`src/rtl/psk_mapper_if.sv`:
```
// Bit-in / symbol-out bundle of the PSK mapper; the master side is the bit source
// and the slave side is the mapper itself.
interface psk_mapper_if #(
    parameter int unsigned DW = 2
) ();
    logic                 mode;
    logic                 bit_in;
    logic                 bit_valid;
    logic                 bit_ready;
    logic signed [DW-1:0] i_sig;
    logic signed [DW-1:0] q_sig;
    logic                 sym_valid;
    logic                 sym_start;

    modport master (
        output mode, bit_in, bit_valid,
        input  bit_ready, i_sig, q_sig, sym_valid, sym_start
    );

    modport slave (
        input  mode, bit_in, bit_valid,
        output bit_ready, i_sig, q_sig, sym_valid, sym_start
    );
endinterface

```
`src/rtl/psk_mapper.sv`:
```
// psk_mapper: serial bits to BPSK/QPSK I/Q amplitude words, optionally differentially
// encoded, each symbol held for SPS samples with a one-deep pending buffer.
module psk_mapper #(
    parameter int unsigned DW      = 2,
    parameter int unsigned SPS     = 4,
    parameter bit          DIFF_EN = 1'b0
) (
    input logic         clk_sig,
    input logic         rst_n,
    psk_mapper_if.slave bus
);
    localparam int unsigned   CW    = (SPS > 1) ? $clog2(SPS) : 1;
    localparam int unsigned   AMP_I = (2 ** (DW - 1)) - 1;
    localparam logic [DW-1:0] POS_A = DW'(AMP_I);
    localparam logic [DW-1:0] NEG_A = ~POS_A + DW'(1);
    localparam logic [CW-1:0] LAST  = CW'(SPS - 1);

    typedef enum logic {
        S_IDLE = 1'b0,
        S_HOLD = 1'b1
    } state_t;

    typedef struct packed {
        logic i;
        logic q;
        logic bpsk;
    } sym_t;

    function automatic logic [DW-1:0] amp(input logic b);
        return b ? POS_A : NEG_A;
    endfunction

    state_t        state_q, state_n;
    logic [CW-1:0] cnt_q, cnt_n;
    logic          half_q, half_n;
    logic          b0_q, b0_n;
    logic          pend_full_q, pend_full_n;
    sym_t          pend_q, pend_n;
    logic          e_q, e_n;
    logic [1:0]    ph_q, ph_n;
    logic [DW-1:0] i_q, i_n;
    logic [DW-1:0] q_q, q_n;
    logic          valid_q, valid_n;
    logic          start_q, start_n;
    logic          ready_q, ready_n;

    logic          out_free;
    logic          complete;
    logic          raw_i;
    logic          raw_q;
    logic          raw_bpsk;
    logic [1:0]    k;
    sym_t          sym_new;

    // Next-state and output logic for both the assembly and hold stages
    always_comb begin
        state_n     = state_q;
        cnt_n       = cnt_q;
        half_n      = half_q;
        b0_n        = b0_q;
        pend_full_n = pend_full_q;
        pend_n      = pend_q;
        e_n         = e_q;
        ph_n        = ph_q;
        i_n         = i_q;
        q_n         = q_q;
        valid_n     = valid_q;
        start_n     = 1'b0;
        complete    = 1'b0;
        raw_i       = 1'b0;
        raw_q       = 1'b0;
        raw_bpsk    = 1'b0;
        k           = 2'b00;
        sym_new     = '0;
        out_free    = (state_q == S_IDLE) || (cnt_q == LAST);

        // A half-assembled dibit forces the QPSK path, so mode only matters on a first bit
        if (bus.bit_valid && ready_q) begin
            if (half_q) begin
                complete = 1'b1;
                raw_i    = b0_q;
                raw_q    = bus.bit_in;
                half_n   = 1'b0;
            end else if (bus.mode) begin
                half_n = 1'b1;
                b0_n   = bus.bit_in;
            end else begin
                complete = 1'b1;
                raw_bpsk = 1'b1;
                raw_i    = bus.bit_in;
            end
        end

        sym_new.i    = raw_i;
        sym_new.q    = raw_q;
        sym_new.bpsk = raw_bpsk;
        if (DIFF_EN && complete) begin
            if (raw_bpsk) begin
                e_n       = e_q ^ raw_i;
                sym_new.i = e_n;
            end else begin
                // dibit increment 00/01/11/10 -> 0/1/2/3; phase 0..3 -> IQ 11/01/00/10
                k         = {raw_i, raw_i ^ raw_q};
                ph_n      = ph_q + k;
                sym_new.i = ~(ph_n[1] ^ ph_n[0]);
                sym_new.q = ~ph_n[1];
            end
        end

        if (out_free) begin
            if (pend_full_q) begin
                i_n         = amp(pend_q.i);
                q_n         = pend_q.bpsk ? '0 : amp(pend_q.q);
                valid_n     = 1'b1;
                start_n     = 1'b1;
                cnt_n       = '0;
                pend_full_n = 1'b0;
                state_n     = S_HOLD;
            end else begin
                i_n     = '0;
                q_n     = '0;
                valid_n = 1'b0;
                state_n = S_IDLE;
            end
        end else begin
            cnt_n = cnt_q + CW'(1);
        end

        if (complete) begin
            pend_full_n = 1'b1;
            pend_n      = sym_new;
        end

        // Registered ready reflects the next cycle's buffer and hold state
        ready_n = !pend_full_n || (state_n == S_IDLE) || (cnt_n == LAST);
    end

    // State and output registers
    always_ff @(posedge clk_sig or negedge rst_n) begin
        if (!rst_n) begin
            state_q     <= S_IDLE;
            cnt_q       <= '0;
            half_q      <= 1'b0;
            b0_q        <= 1'b0;
            pend_full_q <= 1'b0;
            pend_q      <= '0;
            e_q         <= 1'b0;
            ph_q        <= 2'b00;
            i_q         <= '0;
            q_q         <= '0;
            valid_q     <= 1'b0;
            start_q     <= 1'b0;
            ready_q     <= 1'b0;
        end else begin
            state_q     <= state_n;
            cnt_q       <= cnt_n;
            half_q      <= half_n;
            b0_q        <= b0_n;
            pend_full_q <= pend_full_n;
            pend_q      <= pend_n;
            e_q         <= e_n;
            ph_q        <= ph_n;
            i_q         <= i_n;
            q_q         <= q_n;
            valid_q     <= valid_n;
            start_q     <= start_n;
            ready_q     <= ready_n;
        end
    end

    assign bus.bit_ready = ready_q;
    assign bus.i_sig     = i_q;
    assign bus.q_sig     = q_q;
    assign bus.sym_valid = valid_q;
    assign bus.sym_start = start_q;
endmodule

```
`src/flat_wrapper.sv`:
```
// flat-port wrapper written by rule: the top's interface ports become plain ports
module psk_mapper_flat 
#(
    parameter int unsigned DW      = 2,
    parameter int unsigned SPS     = 4,
    parameter bit          DIFF_EN = 1'b0
)
  (clk_sig, rst_n, bus_mode, bus_bit_in, bus_bit_valid, bus_bit_ready, bus_i_sig, bus_q_sig, bus_sym_valid, bus_sym_start);
  psk_mapper_if #(.DW(DW)) bus_i ();
  input logic clk_sig;
  input logic rst_n;
  input wire logic [$bits(bus_i.mode)-1:0] bus_mode;
  input wire logic [$bits(bus_i.bit_in)-1:0] bus_bit_in;
  input wire logic [$bits(bus_i.bit_valid)-1:0] bus_bit_valid;
  output wire logic [$bits(bus_i.bit_ready)-1:0] bus_bit_ready;
  output wire logic [$bits(bus_i.i_sig)-1:0] bus_i_sig;
  output wire logic [$bits(bus_i.q_sig)-1:0] bus_q_sig;
  output wire logic [$bits(bus_i.sym_valid)-1:0] bus_sym_valid;
  output wire logic [$bits(bus_i.sym_start)-1:0] bus_sym_start;
  assign bus_i.mode = bus_mode;
  assign bus_i.bit_in = bus_bit_in;
  assign bus_i.bit_valid = bus_bit_valid;
  assign bus_bit_ready = bus_i.bit_ready;
  assign bus_i_sig = bus_i.i_sig;
  assign bus_q_sig = bus_i.q_sig;
  assign bus_sym_valid = bus_i.sym_valid;
  assign bus_sym_start = bus_i.sym_start;
  psk_mapper #(.DW(DW), .SPS(SPS), .DIFF_EN(DIFF_EN)) u_core (.clk_sig(clk_sig), .rst_n(rst_n), .bus(bus_i));
endmodule
```
`config.mk`:
```
export PLATFORM = sky130hd
export DESIGN_NAME = psk_mapper_flat
export DESIGN_NICKNAME = d
export VERILOG_FILES = /design/src/rtl/psk_mapper_if.sv /design/src/rtl/psk_mapper.sv /design/src/flat_wrapper.sv
export SDC_FILE = /design/constraint.sdc
export NUM_CORES = 1
export LEC_CHECK = 0
export CELL_PAD_IN_SITES_DETAIL_PLACEMENT = 1
export CELL_PAD_IN_SITES_GLOBAL_PLACEMENT = 2
export CORE_MARGIN = 2
export CORE_UTILIZATION = 33
export CTS_CLUSTER_DIAMETER = 40
export DETAILED_ROUTE_END_ITERATION = 12
export GPL_ROUTABILITY_DRIVEN = 1
export PLACE_DENSITY = 0.87
export REMOVE_ABC_BUFFERS = 1
export SLEW_MARGIN = 20
export SYNTH_ARGS = -nofsm -noshare
export SYNTH_HDL_FRONTEND = slang
export SYNTH_SLANG_ARGS = --single-unit
```
`constraint.sdc`:
```
create_clock -name clk_sig -period 3.35 [get_ports clk_sig]
set_clock_uncertainty 0.15 [all_clocks]
set_input_delay 1.005 -clock clk_sig [delete_from_list [all_inputs] [get_ports clk_sig]]
set_output_delay 1.005 -clock clk_sig [all_outputs]
set_load 0.05 [all_outputs]
```
==> run metrics, run 1 <==
initial antenna violation count=0; CTS tree=yes; Power Total=0.000876 W; average routed wire per standard cell=12.2 um; yosys warns=0; Max stage delay on crit path=0.83 ns; Placer Congestion=0.735; Synth Register Bits=15; number of DRC markers in iteration 0=4; main combinational cell family by area after synthesis=simple AND/OR/NAND/NOR gates; Die H=47.7 um; mux cell area share after synthesis=5.77%; Post-CTS Setup Bufs=0; CP cell instances=clkdlybuf4s50_1; Final Setup Violations=0; largest net degree at the start of global routing=16; Placement Setup Slack=0.912 ns; Die ar.=2270 um^2; VDD IR-drop max=0.392 mV; Worst Path Class, Setup=reg2out; slowest stage cell, crit path=clkdlybuf4s50_1; status=complete, no violations; Max-slew headroom=56.1%; commonest cells after routing, fill and taps aside=dfrtp_1 (15), nand2_1 (13), clkdlybuf4s50_1 (11); maximum achievable frequency=0.371 GHz; vias per cell=4.66; RSZ-0062 raised after global routing=false; P&R area growth vs syn=25.4%; Post-Synth Simple-Gate Area=21.9%; Synth area leaders=dfrtp_1 (60%), nand2_1 (7.8%), nand3b_1 (3.6%), a22o_1 (2.8%), mux2_4 (2.4%); Ports=12; Final Hold Fails=0; starting density of the core=35.7%; leakage=0.377 nW; Synth Cell Area=629 um^2; XOR/XNOR Fraction of Synth Area=0%; Hold Crit Class=reg2reg; vias in the first global route=416; Post-route DRC=0; Critical Path RT=2.19 ns; Syn Inst Count=54; CTS Root Cell=clkbuf_4; Max Slew Vio Count=0; CTS max path bufs=2; pwr dens=1110 nW/um^2; design area=790 um^2; sw frac=43.5%; P_int=0.000494 W; Worst Path Arrival=1.54 ns; Setup TNS Final=0 ns; gr ovfl total=0; DR pass1 iterations=2; Worst Slack Setup Final=0.657 ns; Placed Area=763 um^2; Slew @ Worst Pin=0.657 ns; Compound-Gate Fraction of Synth Area=8.95%; worst skew pair latency=0.28 ns; Max-Cap Viols=0; cts repair resizes=0; clk slew on worst S/H paths=0.09 ns; die width=47.7 um; CTS H-tree depth=1; drt total wl=1.14 mm; commonest non-fill, non-tap cell in the layout=dfrtp_1; GRT Overall Usage=12.2%; share of cells above drive strength 1=10.3%; unique cell type count in the Yosys netlist=21; Worst Setup Start Kind=register; first-pass GRT wire length=1.76 mm; CTS Buf Count=3; vias=433; Buf/Inv on CP=1; minimum clock period=2.69 ns; n_diodes=0; mean area per synthesized cell=11.7 um^2; post-synth top area cell=dfrtp_1; top-area cell type share of the netlist area=59.6%; crit path capture type=output pin; Core Region=1760 um^2; CP max FO=5; Seq pwr share=38.0%; Gate power share=50.6%; Port Buffers=11; fin crit share=80.4%; Num Clock Sinks=15; final net count=75; clock power share=11.4%; post-synthesis adder-cell area fraction=1.99%; row cnt=15; Top delay family on crit path=buffers and inverters; Hold Slack=0.319 ns; Post-CTS Hold Buffers=0; Psw=0.000381 W; Seq/Total Area, Yosys=59.6%; post-route ant nets=0
==> registers in the layout, indices dropped and copies added, names as in the netlist <==
register / flops
u_core.b0_q: 1
u_core.bus.bit_ready: 1
u_core.bus.i_sig: 2
u_core.bus.q_sig: 2
u_core.bus.sym_start: 1
u_core.cnt_q: 2
u_core.half_q: 1
u_core.pend_full_q: 1
u_core.pend_q: 3
u_core.state_q: 1
==> routing by layer <==
layer / global-route usage, % / up-vias / share of wire, %
li1: - / 210 / -
met1: 14.8 / 206 / 49
met2: 17.3 / 13 / 43
met3: 2.26 / 4 / 3.3
met4: 13.0 / 0 / 4.9
met5: 0 / - / 0
==> final cells by class <==
class                      instances  area (um^2)
clock buffer                       4         26.3
fill                             211          975
inverter                           1         3.75
multi-input combinational         37          243
sequential                        15          375
tap                               25         31.3
timing repair buffer              11          110
==> worst paths after layout <==
| check | startpoint | endpoint | slack [ns] | cells past startpoint |
|---|---|---|---|---|
| max | u_core.bus.bit_ready | bus_bit_ready | 0.66 | 1 |
| min | u_core.bus.i_sig[1] | u_core.bus.i_sig[1] | 0.32 | 2 |
| max reg2reg | u_core.cnt_q[0] | u_core.bus.bit_ready | 1.81 | 3 |
| min reg2reg | u_core.bus.i_sig[1] | u_core.bus.i_sig[1] | 0.32 | 2 |
| max in group asynchronous | rst_n | u_core.bus.bit_ready | 1.66 | 1 |
| min in group asynchronous | rst_n | u_core.bus.i_sig[1] | 0.97 | 1 |
==> cell usage after synthesis <==
| master | n |
|---|---|
| nand3b_1 | 3 |
| nor2b_1 | 2 |
| mux2_4 | 1 |
| nand2b_4 | 1 |
| ha_1 | 1 |
| a21o_1 | 1 |
| nand3_2 | 1 |
| mux2_1 | 1 |
| and3_1 | 1 |
| a22o_1 | 2 |
| nand2_1 | 13 |
| o32a_1 | 1 |
| nand2b_1 | 2 |
| o21ai_0 | 1 |
| nor2_1 | 3 |
| dfrtp_1 | 15 |
| mux2i_1 | 1 |
| a31oi_1 | 1 |
| buf_4 | 1 |
| inv_1 | 1 |
| o21ba_2 | 1 |
==> power by group through the flow <==
| stage | Clock, W | Sequential, W | Combinational, W |
|---|---|---|---|
| after CTS | 0.000106 | 0.000334 | 0.000452 |
| after floorplan | 0 | 0.000458 | 0.000188 |
| after global routing | 0.000112 | 0.000345 | 0.000484 |
| after detailed placement | 0 | 0.000337 | 0.000450 |
| final | 0.000100 | 0.000333 | 0.000443 |
| after global placement | 0 | 0.000334 | 0.000441 |
==> cells by family (layout without fill, tap and decap cells) <==
| kind of cell | count (synthesis) | in the layout |
|---|---|---|
| multiplexers | 3 | 3 |
| AND/OR/NAND/NOR | 26 | 26 |
| adder cells (fa/ha/maj) | 1 | 1 |
| flip-flops | 15 | 15 |
| buffers and inverters | 2 | 16 |
| AO/OA/AOI/OAI | 7 | 7 |
==> stage by stage <==
step	cells	util [%]
final	93	44.8
after global routing	93	44.8
after CTS	93	44.8
after detailed placement	89	43.3
after global placement	89	43.3
after floorplan	53	-
(Power assumes the default switching activity.)
==> run 2, diff against run 1 <==
--- a/config.mk
+++ b/config.mk
@@ -8,11 +8,11 @@
 export CELL_PAD_IN_SITES_DETAIL_PLACEMENT = 1
 export CELL_PAD_IN_SITES_GLOBAL_PLACEMENT = 2
 export CORE_MARGIN = 2
-export CORE_UTILIZATION = 33
+export CORE_UTILIZATION = 31
 export CTS_CLUSTER_DIAMETER = 40
 export DETAILED_ROUTE_END_ITERATION = 12
 export GPL_ROUTABILITY_DRIVEN = 1
-export PLACE_DENSITY = 0.87
+export PLACE_DENSITY = 0.83
 export REMOVE_ABC_BUFFERS = 1
 export SLEW_MARGIN = 20
 export SYNTH_ARGS = -nofsm -noshare
==> constraint.sdc (replaced) <==
create_clock -name clk_sig -period 2.55 [get_ports clk_sig]
set_clock_uncertainty 0.15 [all_clocks]
set_input_delay 0.765 -clock clk_sig [delete_from_list [all_inputs] [get_ports clk_sig]]
set_output_delay 0.765 -clock clk_sig [all_outputs]
set_load 0.05 [all_outputs]
==> run metrics, run 2 (synthesized netlist as in run 1, its figures left out) <==
Max Slew Vio Count=0 (unchanged); largest net degree at the start of global routing=16 (unchanged); Seq pwr share=37.5% (was 38.0%); CP max FO=5 (unchanged); Max stage delay on crit path=0.83 ns (about the same); CTS tree=yes (unchanged); number of DRC markers in iteration 0=5 (was 4); status=complete, no violations (unchanged); Placer Congestion=0.690 (was 0.735); commonest non-fill, non-tap cell in the layout=dfrtp_1 (unchanged); Hold Slack=0.337 ns (was 0.319 ns); critical path depth in cells=1 (unchanged); Worst Path Class, Setup=reg2out (unchanged); Ports=12 (unchanged); RR Startpoint=u_core.cnt_q[0] (unchanged); Worst Path Arrival=1.54 ns (about the same); Hold Startpoint=u_core.bus.i_sig[1] (unchanged); clock power share=12.0% (was 11.4%); RSZ-0062 raised after global routing=false (unchanged); vias in the first global route=468 (was 416); Max-slew headroom=66.3% (was 56.1%); CTS Root Cell=clkbuf_4 (unchanged); initial antenna violation count=0 (unchanged); Die ar.=2410 um^2 (was 2270 um^2); CTS Buf Count=3 (unchanged); Post-CTS Hold Buffers=0 (unchanged); Max-Cap Viols=0 (unchanged); share of cells above drive strength 1=13.0% (was 10.3%); die width=49.1 um (was 47.7 um); Post-route DRC=0 (unchanged); slowest stage cell, crit path=clkdlybuf4s50_1 (unchanged); Port Buffers=11 (unchanged); fin crit share=96.1%; Post-CTS Setup Bufs=0 (unchanged); Psw=0.000520 W (was 0.000381 W); crit path capture type=output pin (unchanged); Buf/Inv on CP=1 (unchanged); sw frac=44.5% (was 43.5%); leakage=0.385 nW (was 0.377 nW); P&R area growth vs syn=27.2% (was 25.4%); worst r2r path cells=3 (unchanged); row cnt=16 (was 15); GRT Overall Usage=11.7% (was 12.2%); vias=447 (was 433); Hold Crit Class=reg2reg (unchanged); Top reg by flops=u_core.pend_q (unchanged); Non-Filler Instances=96 (was 93); Core Region=1940 um^2 (was 1760 um^2); CTS H-tree depth=1 (unchanged); Setup TNS Final=0 ns (unchanged); Final Core Density=41.2% (was 44.8%); CP cell instances=clkdlybuf4s50_1 (unchanged); cts repair resizes=0 (unchanged); first-pass GRT wire length=2.08 mm (was 1.76 mm); Final Hold Fails=0 (unchanged); CTS max path bufs=2 (unchanged); Die H=49.1 um (was 47.7 um); drt total wl=1.20 mm (was 1.14 mm); worst r2r dst=u_core.bus.bit_ready (unchanged); hold-critical path depth=2 (unchanged); post-route ant nets=0 (unchanged); reg2reg setup slack=1.01 ns (was 1.81 ns); minimum clock period=2.45 ns; Top delay family on crit path=buffers and inverters (unchanged); Num Clock Sinks=15 (unchanged); vias per cell=4.66 (about the same); Hold EP=u_core.bus.i_sig[1] (unchanged); DR pass1 iterations=4 (was 2); Final Setup Violations=0 (unchanged); Slew @ Worst Pin=0.504 ns (was 0.657 ns); clk slew on worst S/H paths=0.10 ns (was 0.09 ns); max reg flops=3 (unchanged); Post-DP HPWL=920 um; Critical Path RT=1.64 ns (was 2.19 ns); final net count=76 (was 75); # fillers=227 (was 211); n_diodes=0 (unchanged); maximum achievable frequency=0.408 GHz; commonest cells after routing, fill and taps aside=dfrtp_1 (15), nand2_1 (13), clkdlybuf4s50_1 (11) (unchanged); P_int=0.000649 W (was 0.000494 W); starting density of the core=32.4% (was 35.7%); placed instance count=92 (was 89); worst skew pair latency=0.28 ns (about the same); Gate power share=50.6% (about the same); VDD IR-drop max=0.554 mV (was 0.392 mV); gr ovfl total=0 (unchanged); pwr dens=1460 nW/um^2 (was 1110 nW/um^2); Worst Setup Start Kind=register (unchanged); average routed wire per standard cell=12.5 um (was 12.2 um)
-- run 2: through the flow --
stage	total power [W]	area, um^2	worst slack (ns)
floorplan	0.000848	622	0.738
global placement	0.00102	773	0.394
detailed placement	0.00104	773	0.360
CTS	0.00118	801	0.0848
global route	0.00126	801	0.0389
finish	0.00117	801	0.0993
-- run 2: layout make-up --
class | instances | area [um^2] | share of cell area, %
Sequential cell | 15 | 375 | 46.9
Clock inverter | 1 | 5.00 | 0.625
Inverter | 1 | 3.75 | 0.469
Tap cell | 27 | 33.8 | 4.22
Multi-Input combinational cell | 37 | 243 | 30.3
Clock buffer | 3 | 22.5 | 2.81
Timing Repair Buffer | 12 | 118 | 14.7
-- run 2: how the worst max path moves through the flow --
stage                               startpoint            end
final                     u_core.bus.bit_ready  bus_bit_ready
after global routing      u_core.bus.bit_ready  bus_bit_ready
after CTS                 u_core.bus.bit_ready  bus_bit_ready
after detailed placement              bus_mode    u_core.b0_q
after global placement                bus_mode    u_core.b0_q
after floorplan            u_core.bus.i_sig[0]   bus_i_sig[0]
-- run 2: layer usage --
metal | GRT usage (%) | routed length (um) | vias up
met2 | 19.6 | 596 | 17
met4 | 5.71 | 19 | 0
met1 | 13.9 | 524 | 214
met3 | 3.07 | 57 | 3
met5 | 0 | 0 | -
li1 | - | - | 213
-- run 2: power groups by stage --
stage                     Combinational, W  Clock (W)  Sequential, W
after floorplan                   0.000247          0       0.000601
after global placement            0.000580          0       0.000439
after detailed placement          0.000594          0       0.000446
after CTS                         0.000599   0.000142       0.000441
after global routing              0.000644   0.000156       0.000459
final                             0.000591   0.000140       0.000438
